`src/rtl/piso_pkg.sv`:
```
// Shared types and constants for the parallel-in/serial-out serializer.
package piso_pkg;

  localparam int unsigned PISO_DEFAULT_WIDTH = 4;

  typedef enum logic [1:0] {
    IDLE   = 2'd0,
    SHIFT  = 2'd1,
    PARITY = 2'd2
  } piso_state_e;

endpackage

```
`src/rtl/piso_hold_buf.sv`:
```
// One-entry holding buffer: captures a word while the shifter is busy.
module piso_hold_buf
  import piso_pkg::*;
#(
  parameter int unsigned WIDTH = PISO_DEFAULT_WIDTH
) (
  input  logic             clk,
  input  logic             clear,
  input  logic             load,
  input  logic             pop,
  input  logic [WIDTH-1:0] din,
  output logic [WIDTH-1:0] dout,
  output logic             full
);

  // load and pop are mutually exclusive by construction (load needs empty, pop needs full)
  always_ff @(posedge clk or posedge clear) begin
    if (clear) begin
      dout <= '0;
      full <= 1'b0;
    end else if (load) begin
      dout <= din;
      full <= 1'b1;
    end else if (pop) begin
      full <= 1'b0;
    end
  end

endmodule

```
`src/rtl/piso_serializer.sv`:
```
// Parallel-in/serial-out serializer with a one-word holding buffer for gapless frames.
// Define PISO_SERIALIZER_PARITY_EN to append an even-parity bit to every frame.
module piso_serializer
  import piso_pkg::*;
#(
  parameter int unsigned WIDTH     = PISO_DEFAULT_WIDTH,
  parameter bit          MSB_FIRST = 1'b1
) (
  input  logic             clk,
  input  logic             clear,
  input  logic [WIDTH-1:0] din,
  input  logic             din_valid,
  output logic             din_ready,
  output logic             out,
  output logic             out_valid,
  output logic             frame_start,
  output logic             busy
);

  localparam int unsigned CNT_W = $clog2(WIDTH + 1);

  piso_state_e      state, state_nxt;
  logic [WIDTH-1:0] sreg, sreg_nxt;
  logic [CNT_W-1:0] cnt, cnt_nxt;
  logic             out_nxt, out_valid_nxt, frame_start_nxt;

  logic             hold_full, hold_load, hold_pop;
  logic [WIDTH-1:0] hold_data;
  logic             accept, last_data, frame_end, load_word;
  logic [WIDTH-1:0] next_word;

`ifdef PISO_SERIALIZER_PARITY_EN
  logic par, par_nxt;
`endif

  function automatic logic first_bit(input logic [WIDTH-1:0] w);
    return MSB_FIRST ? w[WIDTH-1] : w[0];
  endfunction

  function automatic logic [WIDTH-1:0] advance(input logic [WIDTH-1:0] w);
    return MSB_FIRST ? {w[WIDTH-2:0], 1'b0} : {1'b0, w[WIDTH-1:1]};
  endfunction

  piso_hold_buf #(.WIDTH(WIDTH)) u_hold (
    .clk   (clk),
    .clear (clear),
    .load  (hold_load),
    .pop   (hold_pop),
    .din   (din),
    .dout  (hold_data),
    .full  (hold_full)
  );

  // Handshake and frame-boundary decode
  assign din_ready = ~hold_full;
  assign busy      = (state != IDLE);
  assign accept    = din_valid & din_ready;
  assign last_data = (state == SHIFT) && (cnt == CNT_W'(WIDTH - 1));
`ifdef PISO_SERIALIZER_PARITY_EN
  assign frame_end = (state == PARITY);
`else
  assign frame_end = last_data;
`endif
  // The buffer is always empty in IDLE, so din is the only source there
  assign load_word = ((state == IDLE) && accept) || (frame_end && (hold_full || accept));
  assign next_word = hold_full ? hold_data : din;
  assign hold_load = accept && (state != IDLE) && !frame_end;
  assign hold_pop  = frame_end && hold_full;

  // State register
  always_ff @(posedge clk or posedge clear) begin
    if (clear) state <= IDLE;
    else       state <= state_nxt;
  end

  // Next-state logic
  always_comb begin
    state_nxt = state;
    case (state)
      IDLE: begin
        if (load_word) state_nxt = SHIFT;
      end
      SHIFT: begin
        if (last_data) begin
`ifdef PISO_SERIALIZER_PARITY_EN
          state_nxt = PARITY;
`else
          state_nxt = load_word ? SHIFT : IDLE;
`endif
        end
      end
`ifdef PISO_SERIALIZER_PARITY_EN
      PARITY: begin
        state_nxt = load_word ? SHIFT : IDLE;
      end
`endif
      default: state_nxt = IDLE;
    endcase
  end

  // Output / datapath next values; the counter idles at zero and restarts on every load
  always_comb begin
    sreg_nxt        = sreg;
    cnt_nxt         = '0;
    out_nxt         = 1'b0;
    out_valid_nxt   = 1'b0;
    frame_start_nxt = 1'b0;
`ifdef PISO_SERIALIZER_PARITY_EN
    par_nxt         = par;
`endif
    if (load_word) begin
      sreg_nxt        = advance(next_word);
      out_nxt         = first_bit(next_word);
      out_valid_nxt   = 1'b1;
      frame_start_nxt = 1'b1;
`ifdef PISO_SERIALIZER_PARITY_EN
      par_nxt         = ^next_word;
`endif
    end else if ((state == SHIFT) && !last_data) begin
      sreg_nxt      = advance(sreg);
      cnt_nxt       = cnt + CNT_W'(1);
      out_nxt       = first_bit(sreg);
      out_valid_nxt = 1'b1;
    end
`ifdef PISO_SERIALIZER_PARITY_EN
    else if (last_data) begin
      cnt_nxt       = cnt + CNT_W'(1);
      out_nxt       = par;
      out_valid_nxt = 1'b1;
    end
`endif
  end

  // Datapath and output registers
  always_ff @(posedge clk or posedge clear) begin
    if (clear) begin
      sreg        <= '0;
      cnt         <= '0;
      out         <= 1'b0;
      out_valid   <= 1'b0;
      frame_start <= 1'b0;
`ifdef PISO_SERIALIZER_PARITY_EN
      par         <= 1'b0;
`endif
    end else begin
      sreg        <= sreg_nxt;
      cnt         <= cnt_nxt;
      out         <= out_nxt;
      out_valid   <= out_valid_nxt;
      frame_start <= frame_start_nxt;
`ifdef PISO_SERIALIZER_PARITY_EN
      par         <= par_nxt;
`endif
    end
  end

endmodule

```
`config.mk`:
```
export PLATFORM = sky130hd
export DESIGN_NAME = piso_serializer
export DESIGN_NICKNAME = d
export VERILOG_FILES = /design/src/rtl/piso_pkg.sv /design/src/rtl/piso_hold_buf.sv /design/src/rtl/piso_serializer.sv
export SDC_FILE = /design/constraint.sdc
export NUM_CORES = 1
export LEC_CHECK = 0
export BUFFER_PORTS_ARGS = -buffer_cell sky130_fd_sc_hd__buf_4
export CAP_MARGIN = 25
export CORE_UTILIZATION = 45
export CTS_CLUSTER_SIZE = 40
export DETAILED_ROUTE_END_ITERATION = 10
export PLACE_DENSITY = 0.75
export RECOVER_POWER = 50
export REMOVE_ABC_BUFFERS = 1
export SYNTH_ARGS = -nofsm -noshare
export SYNTH_HDL_FRONTEND = slang
export SYNTH_SLANG_ARGS = --single-unit
```
`constraint.sdc`:
```
create_clock -name clk -period 2.38 [get_ports clk]
set_clock_uncertainty 0.1 [all_clocks]
set_input_delay 0.714 -clock clk [delete_from_list [all_inputs] [get_ports clk]]
set_output_delay 0.714 -clock clk [all_outputs]
set_load 0.02 [all_outputs]
```
==> results of run 1 <==
-- power breakdown --
part	switching [W]	internal, W	total (W)
registers	0.0000677	0.000355	0.000422
clock network	0.0000819	0.0000625	0.000144
logic	0.000183	0.000220	0.000403
-- layer usage --
| layer | part of all wire | vias up | GRT usage |
|---|---|---|---|
| met3 | 0.060 | 5 | 0.06522 |
| met5 | 0 | - | 0 |
| met2 | 0.44 | 16 | 0.1992 |
| met1 | 0.47 | 207 | 0.2315 |
| met4 | 0.025 | 0 | 0.1290 |
| li1 | - | 211 | - |
-- layout by cell type, fill, tap and decap left out --
cell	Yosys	layout
dfrtp_1	15	15
a221o_1	2	2
o2bb2ai_1	1	1
nor2_1	2	2
a21oi_1	2	2
a32o_2	1	1
nor2b_4	2	2
and2_2	1	1
buf_4	0	10
clkbuf_4	0	4
nand2b_1	2	2
o21ai_1	2	2
clkinv_2	0	1
nand2_1	1	1
a32o_1	1	1
mux2_4	4	4
a22o_1	2	2
ha_1	2	2
inv_1	7	7
and2_4	2	2
a21oi_2	1	1
mux2i_1	2	2
-- flip-flops by register name, summed over array words and instances, names as in the netlist --
register,cells
u_hold.dout,4
cnt,3
sreg,3
frame_start,1
out,1
out_valid,1
state,1
u_hold.full,1
-- logic make-up (layout without fill, tap and decap cells) --
group	after synthesis	count (layout)
simple gates	10	10
flops	15	15
buf+inv	8	22
compound gates	12	12
mux	6	6
fa+ha+maj	2	2
-- area by class of cell --
type,instances,area (um^2)
Clock buffer,3,22.52
Clock inverter,1,5.005
Fill cell,118,558.0
Inverter,7,26.28
Multi-Input combinational cell,30,277.8
Sequential cell,15,375.4
Tap cell,15,18.77
Timing Repair Buffer,11,82.58
-- worst register-to-register path: stages (launching register included) --
cell	delay, ps
dfrtp_1	390
ha_1	200
ha_1	270
nor2b_4	190
and2_4	200
mux2_4	300
-- per-stage QoR --
| stage | power, W | hold WS (ps) |
|---|---|---|
| CTS | 0.0009800 | 339.9 |
| global route | 0.001048 | 388.1 |
| finish | 0.0009699 | 336.5 |
| global placement | 0.0008229 | 320.8 |
| floorplan | 0.0007199 | 309.9 |
| detailed placement | 0.0008285 | 327.8 |
-- worst paths after layout --
path / startpoint / endpoint / slack (ps) / cells after the start
min in group asynchronous: clear / sreg[2] / 370 / 2
setup reg to reg: cnt[0] / u_hold.dout[0] / 640 / 5
hold / removal: cnt[0] / cnt[0] / 340 / 1
hold reg to reg: cnt[0] / cnt[0] / 340 / 1
setup / recovery: u_hold.full / din_ready / 510 / 2
max in group asynchronous: clear / cnt[1] / 1440 / 2
==> impl_metrics.yaml, run 1 <==
status:
  outcome: "finished clean"
floorplan:
  rows: 13
  die_width_um: 41.18
  io_pins: 12
  fp.dieArea_um2: 1695
  start_util: 0.5055
  core_area_um2: 1366
  dieHeight_um: 41.18
routing:
  finalWirelength_um: 1141
  drt_iter0_markers: 11
  via_count: 439
  dr.pass1.iters: 3
  drc_errors: 0
  via_per_inst: 5.354
  wire_per_inst_um: 13.91
  ant_nets: 0
synthesis:
  avgSynthCellArea_um2: 13.03
  ys.flop_type: "dfrtp_1"
  synth-seq-cells: 15
  synth_top_family_by_area: "compound AO/OA/AOI/OAI gates"
  ys_types: 20
  ys_top_cells_by_area: "dfrtp_1 (54%), mux2_4 (8.7%), nor2b_4 (4.0%)"
  synth_compound_area_frac: 0.1395
  synth_simple_gate_area_share: 0.1105
  async_flop_share: 1.000
  yosys.cell_count.top_type: "dfrtp_1"
  synth.top_cell.area_share: 0.5435
  yosys.area.top_type: "dfrtp_1"
  synth.area.mux_share: 0.1159
  syn-cell-area_um2: 690.7
  ys_seq_area_frac: 0.5435
  yosysWarnings: 0
  synth_xor_area_frac: 0
  synth_edf_count: 0
  synthAdderAreaFrac: 0.03623
  synth_commonest_cells: "dfrtp_1 (15), inv_1 (7), mux2_4 (4)"
  synthCells: 53
setup_path:
  cp-start-kind: "flip-flop"
  arrival_ps: 1050
  cp_cell_sequence: "inv_1 > buf_4"
  critPathMaxStageDelay_ps: 530
  worstPathBufferInverterCount: 2
  critPathMaxFanout: 7
  worst_ep_required_time_ps: 1570
  path_delay_family: "flip-flops"
  crit_type: "reg2out"
  crit_slowest_cell: "dfrtp_1"
  cp-end-kind: "output port"
pwr:
  p_leak_nw: 0.4255
  ir_worst_vdd_mv: 0.4013
  power_density_nw_per_um2: 1200
timing:
  slew_headroom: 0.6314
  setup_tns_ps: 0
  max_freq_mhz: 536.2
  worst_slack_ps: 515.0
  rsz0062_at_grt: "false"
  worst_pin_slew_ps: 552.4
  drv_slew: 0
  hold_violations: 0
  fin_crit_ps: 1865
  timing.final.crit_share: 0.7836
  finalSetupViolCount: 0
clocking:
  post_cts_buffers: 0
  cts_sinks: 15
  cts_tree: "built"
  cts_root_buffer: "clkbuf_4"
  ctsHoldBuffers: 0
  clk_latency_ps: 290
  cts_buffers: 3
  clockBufferDepth: 2
  htree_levels: 1
  post_cts_resized: 0
  clk_pin_slew_ps: 90
finish:
  drive_above_1_share: 0.3881
  stdcell_count: 82
  syn_to_final_growth_pct: 17.03
  finalInstanceArea_um2: 808.3
  fin_util: 0.5916
  n_antenna_cell: 0
  fin_nets: 77
job:
  cap_viol_max_count: 0
grt:
  antenna_found_initial: 0
  grt_pass1_vias: 377
  track_usage: 0.1670
  grt_max_degree: 16
  grt_overflow: 0
  grt_pass1_wl_um: 1711
place:
  dpl-instance-area_um2: 780.7
  hpwl_um: 800.9
  numPortBuffers: 11
  routabilityCongestion: 0.7599
  dp_cells: 78
  place_ws_ps: 633.2
worst_hold_path:
  hp-class: "reg2reg"
No activity file was read; power rests on OpenSTA's default activity.
==> run 2, diff against run 1 <==
- clock period: 2.38 -> 1.9 ns (I/O delays scaled with it)
==> impl_metrics.yaml, run 2 (synthesis results as in run 1) <==
place:
  dp_cells: 78
  dpl-instance-area_um2: 780.7
  numPortBuffers: 11
  routabilityCongestion: 0.8456
  hpwl_um: 890.1
finish:
  n_antenna_cell: 0
  final_cell_mix: "dfrtp_1 (15), buf_4 (10), inv_1 (7)"
  fin_nets: 77
  drive_above_1_share: 0.3731
  nFillCells: 125
  final_common_cell: "dfrtp_1"
  largest-register: "u_hold.dout"
  stdcell_count: 82
  syn_to_final_growth_pct: 16.85
  largest_register_ffs: 4
  largest_registers: "u_hold.dout: 4 flops, cnt: 3 flops, sreg: 3 flops"
  finalInstanceArea_um2: 807.0
clocking:
  post_cts_buffers: 0
  clk_pin_slew_ps: 80
  htree_levels: 1
  cts_tree: "built"
  clockBufferDepth: 2
  cts_buffers: 3
  post_cts_resized: 0
  clk_latency_ps: 290
  cts_root_buffer: "clkbuf_4"
  cts_sinks: 15
  ctsHoldBuffers: 0
pwr:
  sw_frac_of_total: 0.3436
  p_clk_frac: 0.147
  ir_worst_vdd_mv: 0.6627
  power_w: 0.001223
  power_density_nw_per_um2: 1515
  intPower_w: 0.0008025
  p_switching_w: 0.0004200
  sequentialPowerShare: 0.433
  comb_power_share: 0.420
  p_leak_nw: 0.4227
routing:
  wire_per_inst_um: 14.41
  ant_nets: 0
  via_count: 441
  drc_errors: 0
  drt_iter0_markers: 1
  via_per_inst: 5.378
  finalWirelength_um: 1182
  dr.pass1.iters: 2
timing:
  timing.final.crit_share: 0.9314
  rsz0062_at_grt: "false"
  fin_crit_ps: 1770
  slew_headroom: 0.6260
  max_freq_mhz: 565.1
  fin_hold_ws_ps: 234.9
  finalSetupViolCount: 0
  drv_slew: 0
  hold_violations: 0
  worst_pin_slew_ps: 560.3
  setup_tns_ps: 0
floorplan:
  start_util: 0.5055
  dieHeight_um: 41.18
  fp.dieArea_um2: 1695
  rows: 13
  die_width_um: 41.18
  io_pins: 12
  core_area_um2: 1366
setup_path:
  crit_type: "reg2reg"
  crit_slowest_cell: "dfrtp_1"
  arrival_ps: 1850
  critPathMaxFanout: 6
  cp-start-kind: "flip-flop"
  critPathMaxStageDelay_ps: 390
  worst_ep_required_time_ps: 1980
  cp-end-kind: "flip-flop"
  cp_cell_sequence: "ha_1 > ha_1 > nor2b_4 > and2_4 > mux2_4"
  cpMostUsedCell: "ha_1"
status:
  outcome: "finished clean"
grt:
  grt_overflow: 0
  grt_max_degree: 16
  antenna_found_initial: 0
  grt_pass1_wl_um: 1759
  grt_pass1_vias: 407
  track_usage: 0.1699
job:
  cap_viol_max_count: 0
worst_hold_path:
  hp-class: "in2async"
==> run 2: layout make-up <==
cell class	instances	area [um^2]	share of cell area
Sequential cell	15	375.4	0.4651
Tap cell	15	18.77	0.02326
Timing Repair Buffer	11	82.58	0.1023
Clock buffer	4	26.28	0.03256
Multi-Input combinational cell	30	277.8	0.3442
Inverter	7	26.28	0.03256
==> run 2: stage by stage <==
stage / util / setup slack, ps
5_1_grt: 0.5907 / 62.85
3_3_place_gp: 0.5714 / 196.3
4_1_cts: 0.5907 / 136.2
6_report: 0.5907 / 130.3
3_5_place_dp: 0.5714 / 152.6
2_1_floorplan: - / 253.9
==> run 2: final timing paths <==
path	from	endpoint	slack, ps	cells past startpoint
worst max-delay path	cnt[0]	u_hold.dout[0]	130	5
worst min-delay path	clear	frame_start	230	2
worst max register to register	cnt[0]	u_hold.dout[0]	130	5
worst min register to register	cnt[0]	cnt[0]	350	1
max in group asynchronous	clear	cnt[1]	1100	2
min in group clk	cnt[0]	cnt[0]	350	1
==> run 2: worst max-delay path: cells and delay by family (launching register included) <==
family | cells | cell delay [ps]
adders and majority gates | 2 | 470
and+or+nand+nor | 2 | 400
DFF | 1 | 390
muxes | 1 | 300
==> run 2: per-layer routing <==
| layer | up-vias | part of all wire | routed length, um | global-route usage |
|---|---|---|---|---|
| met3 | 3 | 0.043 | 51 | 0.04891 |
| met1 | 215 | 0.47 | 560 | 0.2169 |
| met2 | 12 | 0.46 | 540 | 0.2656 |
| li1 | 211 | - | - | - |
| met4 | 0 | 0.025 | 29 | 0.07258 |
| met5 | - | 0 | 0 | 0 |
==> run 2: power groups by stage <==
| stage | logic, W | clock network [W] | registers, W |
|---|---|---|---|
| 3_5_place_dp | 0.000515 | 0 | 0.000536 |
| 3_3_place_gp | 0.000504 | 0 | 0.000531 |
| 4_1_cts | 0.000517 | 0.000188 | 0.000530 |
| 2_1_floorplan | 0.000355 | 0 | 0.000547 |
| 6_report | 0.000514 | 0.000180 | 0.000529 |
| 5_1_grt | 0.000564 | 0.000202 | 0.000546 |
==> run 3, diff against run 2 <==
- BUFFER_PORTS_ARGS: -buffer_cell sky130_fd_sc_hd__buf_4 -> -buffer_cell sky130_fd_sc_hd__buf_2
==> impl_metrics.yaml, run 3 (synthesis results as in run 1) <==
status:
  outcome: "finished clean"
finish:
  fin_nets: 77
  largest-register: "u_hold.dout"
  stdcell_count: 82
  largest_registers: "u_hold.dout: 4 flops, cnt: 3 flops, sreg: 3 flops"
  final_cell_mix: "dfrtp_1 (15), buf_2 (11), inv_1 (7)"
  syn_to_final_growth_pct: 12.86
  finalInstanceArea_um2: 779.5
  fin_util: 0.5705
  final_common_cell: "dfrtp_1"
  n_antenna_cell: 0
  drive_above_1_share: 0.3731
  largest_register_ffs: 4
setup_path:
  cp_cell_sequence: "ha_1 > ha_1 > nor2b_4 > and2_4 > mux2_4"
  path_delay_family: "adder cells"
  worst_ep_required_time_ps: 1980
  critPathMaxFanout: 6
  cp-end-kind: "flip-flop"
  worstPathBufferInverterCount: 0
  crit_type: "reg2reg"
  cpMostUsedCell: "ha_1"
  arrival_ps: 1870
  critPathMaxStageDelay_ps: 390
  cp-start-kind: "flip-flop"
  crit_slowest_cell: "dfrtp_1"
routing:
  via_count: 437
  ant_nets: 0
  via_per_inst: 5.329
  drc_errors: 0
  drt_iter0_markers: 9
  dr.pass1.iters: 4
  finalWirelength_um: 1219
  wire_per_inst_um: 14.87
timing:
  setup_tns_ps: 0
  drv_slew: 0
  max_freq_mhz: 556.7
  slew_headroom: 0.6215
  rsz0062_at_grt: "false"
  worst_pin_slew_ps: 567.1
  fin_crit_ps: 1796
  finalSetupViolCount: 0
  timing.final.crit_share: 0.9454
  hold_violations: 0
place:
  hpwl_um: 860.2
  dpl-instance-area_um2: 753.2
  routabilityCongestion: 0.8779
  numPortBuffers: 11
  dp_cells: 78
clocking:
  clockBufferDepth: 2
  clk_pin_slew_ps: 80
  cts_sinks: 15
  cts_tree: "built"
  post_cts_resized: 0
  cts_buffers: 3
  post_cts_buffers: 0
  clk_latency_ps: 280
  ctsHoldBuffers: 0
  cts_root_buffer: "clkbuf_4"
  htree_levels: 1
job:
  cap_viol_max_count: 0
grt:
  track_usage: 0.1791
  grt_pass1_vias: 407
  grt_overflow: 0
  antenna_found_initial: 0
  grt_max_degree: 16
  grt_pass1_wl_um: 1794
pwr:
  p_leak_nw: 0.4139
  power_density_nw_per_um2: 1550
  ir_worst_vdd_mv: 0.6924
floorplan:
  io_pins: 12
  rows: 13
  die_width_um: 41.18
  dieHeight_um: 41.18
  core_area_um2: 1366
  fp.dieArea_um2: 1695
  start_util: 0.5055
worst_hold_path:
  hp-class: "in2async"
[run 3: layout make-up]
class,count,area (um^2)
tap,15,18.77
timing repair buffer,11,55.05
fill,124,586.8
sequential,15,375.4
multi-input combinational,30,277.8
inverter,7,26.28
clock buffer,4,26.28
[run 3: final timing paths]
| kind | slack (ps) | from | cells past startpoint | end |
|---|---|---|---|---|
| worst max-delay path | 100 | cnt[0] | 5 | u_hold.dout[2] |
| worst min-delay path | 220 | clear | 2 | state[0] |
| worst max register to register | 100 | cnt[0] | 5 | u_hold.dout[2] |
| worst min register to register | 340 | cnt[0] | 1 | cnt[0] |
| max in group asynchronous | 1110 | clear | 2 | u_hold.dout[0] |
| min in group clk | 340 | cnt[0] | 1 | cnt[0] |
[run 3: worst register-to-register path, stage by stage (launching register included)]
cell and delay, ps:
dfrtp_1 390, ha_1 210, ha_1 280, nor2b_4 190, and2_4 210, mux2_4 310
[run 3: where the power goes]
| group | switching (W) | internal [W] | leakage, nW |
|---|---|---|---|
| Clock | 0.000100 | 0.0000817 | 0.0150 |
| Sequential | 0.0000802 | 0.000444 | 0.181 |
| Combinational | 0.000246 | 0.000257 | 0.218 |
| Total | 0.000426 | 0.000782 | 0.414 |
[run 3: layer usage]
layer  share of wire  up-vias  track usage
li1                -      215            -
met2            0.46       14       0.2891
met3           0.042        5      0.03261
met1            0.47      203       0.2143
met4           0.028        0       0.1210
met5               0        -            0
[run 3: per-stage QoR]
stage                     worst slack (ps)  hold slack (ps)  total power, W
after global routing                 50.68            289.9        0.001282
after CTS                            123.8            245.0        0.001206
final                                103.7            222.6        0.001208
after floorplan                      253.9            309.9       0.0009018
after global placement               197.0            318.1        0.001011
after detailed placement             145.2            335.0        0.001024
